===== src/rtl/hex_page_sequencer.sv =====
// Snapshots a 32-bit value and pages it onto a 16-bit seven-segment bus,
// alternating halves on a dwell timer or by manual select.
// Optional: define HEX_PAGE_CHANGE_FLAG_EN for the new-value flag pulse.
module hex_page_sequencer #(
  parameter int unsigned DWELL_CYCLES = 50_000_000,
  parameter int unsigned FLAG_CYCLES  = 25_000_000
) (
  input  logic        clk,
  input  logic        rst,
  input  logic [31:0] data_in,
  input  logic        auto_en,
  input  logic        manual_sel,
  input  logic        freeze,
  output logic [15:0] page_data,
  output logic        page_sel,
  output logic        new_flag
);

  localparam int unsigned DWELL_W = (DWELL_CYCLES > 2) ? $clog2(DWELL_CYCLES) : 1;
  localparam logic [DWELL_W-1:0] DWELL_LAST = DWELL_W'(DWELL_CYCLES - 1);

  if (DWELL_CYCLES < 2) begin : g_bad_dwell
    $error("hex_page_sequencer: DWELL_CYCLES must be at least 2");
  end
  if (FLAG_CYCLES == 0) begin : g_bad_flag
    $error("hex_page_sequencer: FLAG_CYCLES must be at least 1");
  end

  typedef enum logic [1:0] {
    IDLE    = 2'd0,
    AUTO_LO = 2'd1,
    AUTO_HI = 2'd2,
    MANUAL  = 2'd3
  } state_t;

  state_t             state;
  state_t             state_nxt;
  logic [DWELL_W-1:0] dwell_cnt;
  logic [DWELL_W-1:0] dwell_nxt;
  logic [31:0]        snap;
  logic               snap_load;
  logic               dwell_wrap;
  logic               in_auto;

  assign in_auto    = (state == AUTO_LO) || (state == AUTO_HI);
  assign dwell_wrap = (dwell_cnt == DWELL_LAST) && !freeze;

  // NOTE: every signal written here gets a default first, so no path can
  // leave it unassigned and infer a latch.
  always_comb begin
    state_nxt = state;
    snap_load = 1'b0;
    case (state)
      IDLE: begin
        state_nxt = auto_en ? AUTO_LO : MANUAL;
        snap_load = !freeze;
      end
      AUTO_LO: begin
        if (!auto_en)        state_nxt = MANUAL;
        else if (dwell_wrap) state_nxt = AUTO_HI;
      end
      AUTO_HI: begin
        // Reloading only when returning to the low page keeps both halves
        // of one lo/hi pass from the same 32-bit value.
        if (!auto_en) begin
          state_nxt = MANUAL;
        end else if (dwell_wrap) begin
          state_nxt = AUTO_LO;
          snap_load = 1'b1;
        end
      end
      MANUAL: begin
        snap_load = !freeze;
        if (auto_en) state_nxt = AUTO_LO;
      end
      default: state_nxt = IDLE;
    endcase
  end

  // A page change always restarts the dwell count; the wrap itself is a
  // page change, so the counter never runs past DWELL_LAST.
  always_comb begin
    dwell_nxt = dwell_cnt;
    if (state_nxt != state)       dwell_nxt = '0;
    else if (in_auto && !freeze)  dwell_nxt = dwell_cnt + 1'b1;
  end

  // NOTE: sequential state uses non-blocking assignments so every register
  // samples the pre-edge values regardless of statement order.
  always_ff @(posedge clk or posedge rst) begin
    if (rst) begin
      state     <= IDLE;
      dwell_cnt <= '0;
      snap      <= '0;
    end else begin
      state     <= state_nxt;
      dwell_cnt <= dwell_nxt;
      if (snap_load) snap <= data_in;
    end
  end

  assign page_sel  = (state == AUTO_HI) || ((state == MANUAL) && manual_sel);
  assign page_data = page_sel ? snap[31:16] : snap[15:0];

`ifdef HEX_PAGE_CHANGE_FLAG_EN
  localparam int unsigned FLAG_W = $clog2(FLAG_CYCLES + 1);

  logic [FLAG_W-1:0] flag_cnt;

  always_ff @(posedge clk or posedge rst) begin
    if (rst) begin
      flag_cnt <= '0;
    end else if (snap_load && (data_in != snap)) begin
      flag_cnt <= FLAG_W'(FLAG_CYCLES);
    end else if (flag_cnt != '0) begin
      flag_cnt <= flag_cnt - 1'b1;
    end
  end

  assign new_flag = (flag_cnt != '0);
`else
  assign new_flag = 1'b0;
`endif

endmodule

===== config.mk =====
export PLATFORM = sky130hd
export DESIGN_NAME = hex_page_sequencer
export DESIGN_NICKNAME = d
export VERILOG_FILES = /design/src/rtl/hex_page_sequencer.sv
export SDC_FILE = /design/constraint.sdc
export NUM_CORES = 1
export LEC_CHECK = 0
export CAP_MARGIN = 20
export CORE_AREA = 5 5 104 106
export CTS_CLUSTER_DIAMETER = 30
export DETAILED_ROUTE_END_ITERATION = 8
export DIE_AREA = 0 0 109 111
export GPL_ROUTABILITY_DRIVEN = 1
export PLACE_DENSITY_LB_ADDON = 0.3
export SLEW_MARGIN = 20
export SYNTH_ARGS = -nofsm -noshare
export SYNTH_HDL_FRONTEND = slang
export SYNTH_SLANG_ARGS = --single-unit

===== constraint.sdc =====
create_clock -name clk -period 2.73 [get_ports clk]
set_input_delay 0.273 -clock clk [delete_from_list [all_inputs] [get_ports clk]]
set_output_delay 0.273 -clock clk [all_outputs]
set_load 0.01 [all_outputs]

==> metrics <==
status=finished, final reports clean; Worst path max stage delay=0.49 ns; CP Max Fanout=17; #FFs+latches synth=60; clk buf depth=2; family with the most delay on the worst path=buffers and inverters; layout cells sized above 1=0.265; vias post-DR=2352; minimum clock period=2.61 ns; synthesized-area fraction occupied by and/or/nand/nor cells=0.210; PortBufs=53; core box area=9680 um2; clk sink count=60; synthesized instance count=293; setup TNS=0 ns; Hold Fails Final Rpt=0; Die Span Y=111 um; starting density of the core=0.347; CTS Buf Count=9; P&R area growth vs syn=28.0%; r2r startpoint=state[1]; Syn Area/Cell=11.5 um2; CP max stage cell=clkdlybuf4s50_1; num rows=36; clk_skew=0.00848 ns; Total Routing Usage GR=0.123; Reg area=1500 um2; Synth Area in XOR/XNOR=0.0652; Pre-antenna DRT Iters=4; type of origin of the critical path=register; antenna viol nets, final=0; Worst Max-Slew Pin Slew=1.03 ns; htree depth=3; Via density=4.82; drc violations=0; Die Wd=109 um; CTS root buf=clkbuf_8; Bufs and invs on worst path=3; main combinational cell family by area after synthesis=simple AND/OR/NAND/NOR gates; Synth Flop Type=dfrtp_1; flop-to-flop setup slack=0.26 ns; post-CTS setup buffer count=0; Setup crit end kind=primary output; Hold WC Path Type=input pin to async pin; ant diodes=0; largest net degree at the start of global routing=37; f_max=0.384 GHz; global route overflow=0; Post-synth ARST share=1.00; Syn. warnings=0; critical path required time=2.46 ns; CTS clk-pin slew, worst paths=0.07 ns; drt first-iter violations=94; slew margin rel.=0.315; EDFF count, synth=0; die area=12100 um2; Final Cycle Share=0.954; synth unique cells=47; r2r worst-path depth=5; initial antenna violation count=0; Final Util=0.444; complex-gate fraction of the synthesized area=0.0350; multi-input logic area=1730 um2; hpwl dp=4950 um; first-pass GRT wire length=11900 um; Adder-Cell Fraction of Synth Area=0.0224; Syn Nets=336; Worst VDD drop=0.542 mV; pwr dens=1040 nW/um2; final WL=7010 um; Final nets=393; MaxCap Viol Count=0; Leak=1.70 nW; Data arrival, critical path=2.33 ns; routed len/inst=14.4 um; post-synthesis sequential area ratio=0.447; # IOs=55; fillers=930; critical path, cell by cell=inv_1 > ha_2 > a21oi_2 > buf_12 > mux2_2 > clkdlybuf4s50_1; Setup crit start=state[0]; WS Path Type=register to primary output; synthesized cell area=3360 um2; mux cell area share after synthesis=0.177; routability cong.=0.779; Slew Limit Fails=0; RSZ-0062 raised after global routing=false; vias in the first global route=2433; CTS tree=built; RR Endpoint=snap[26]; worst skew pair latency=0.33 ns; # setup viols final=0
[cell usage in the layout, fill, tap and decap left out, drive strengths merged, types with 3 or more instances in the layout]
| cell | synthesis | final |
|---|---|---|
| nand2b | 3 | 3 |
| ha | 6 | 6 |
| inv | 10 | 10 |
| nand3 | 9 | 9 |
| nor4 | 6 | 6 |
| and3 | 3 | 3 |
| nand4 | 11 | 11 |
| clkbuf | 4 | 12 |
| clkdlybuf4s50 | 0 | 53 |
| xnor2 | 25 | 25 |
| nor2 | 18 | 18 |
| nand2 | 17 | 17 |
| mux2 | 48 | 48 |
| nor3 | 13 | 13 |
| and4 | 3 | 3 |
| a21oi | 3 | 3 |
| nor3b | 16 | 16 |
| buf | 11 | 8 |
| dfrtp | 60 | 60 |
| mux2i | 4 | 4 |
[Yosys cell counts (4+ instances only)]
library cell   n  area share
nor3_1        11       0.016
buf_2          4      0.0060
inv_1         10       0.011
mux2_2        47        0.16
nand3_1        8       0.012
nor2_1        18       0.020
dfrtp_1       60        0.45
nor3b_2       10       0.037
nor3b_1        6       0.013
nand4_1       11       0.021
buf_6          4       0.013
xnor2_1       25       0.065
ha_1           6       0.022
nor4_1         5      0.0093
nand2_1       17       0.019
[through the flow]
stage | power, mW | hold WS, ns | std cells | cell area [um2] | setup WS [ns]
3_3_place_gp | 3.53 | 0.479 | 472 | 4060 | 0.130
5_1_grt | 4.77 | 0.372 | 488 | 4300 | 0.0264
3_5_place_dp | 3.56 | 0.479 | 472 | 4060 | 0.0613
4_1_cts | 4.52 | 0.345 | 488 | 4290 | 0.0147
2_1_floorplan | 2.77 | 0.376 | 293 | 3360 | 0.489
6_report | 4.45 | 0.334 | 488 | 4300 | 0.125
[flip-flops by register name, indices dropped and copies added, names as in the netlist]
name,cells
snap,32
state,2
dwell_cnt,26
[power breakdown]
part / switching [mW] / internal (mW)
Sequential: 0.147 / 1.16
Clock: 0.345 / 0.586
Combinational: 0.965 / 1.25
[worst max-delay path by stage]
stage | to | slack, ns | depth (start not counted)
2_1_floorplan | page_data[10] | 0.49 | 6
5_1_grt | page_data[2] | 0.03 | 6
3_3_place_gp | snap[12] | 0.13 | 6
3_5_place_dp | snap[16] | 0.06 | 6
6_report | page_data[8] | 0.12 | 6
4_1_cts | page_data[8] | 0.01 | 6
[kinds of logic (layout without fill, tap and decap cells)]
family                   Yosys count  after routing
flip-flops                        60             60
adder cells (fa/ha/maj)            6              6
AO/OA/AOI/OAI                     15             15
XOR/XNOR                          25             25
multiplexers                      52             52
other                              1              1
buffers and inverters             25             87
AND/OR/NAND/NOR                  109            109
[cell type report]
| class | count | area share |
|---|---|---|
| Clock buffer | 12 | 0.0384 |
| Clock inverter | 4 | 0.0163 |
| Inverter | 10 | 0.00874 |
| Multi-Input combinational cell | 208 | 0.402 |
| Sequential cell | 60 | 0.350 |
| Tap cell | 133 | 0.0387 |
| Timing Repair Buffer | 61 | 0.146 |
[layer usage]
metal | vias to the layer above | part of all wire | GRT usage
li1 | 1151 | - | -
met2 | 60 | 0.46 | 0.176
met5 | - | 0 | 0
met3 | 8 | 0.070 | 0.0454
met4 | 0 | 0.013 | 0.0505
met1 | 1133 | 0.46 | 0.167
[repair_timing]
item | 4_1_cts | 5_1_grt
hold buffers | 0 | 0
pin swaps | 0 | 0
endpoints found under the hold margin | 0 | 0
cloned | 0 | 0
resized for setup | 1 | 1
endpoints found under the setup margin | 16 | 16
Power figures use the tool's default switching activity.
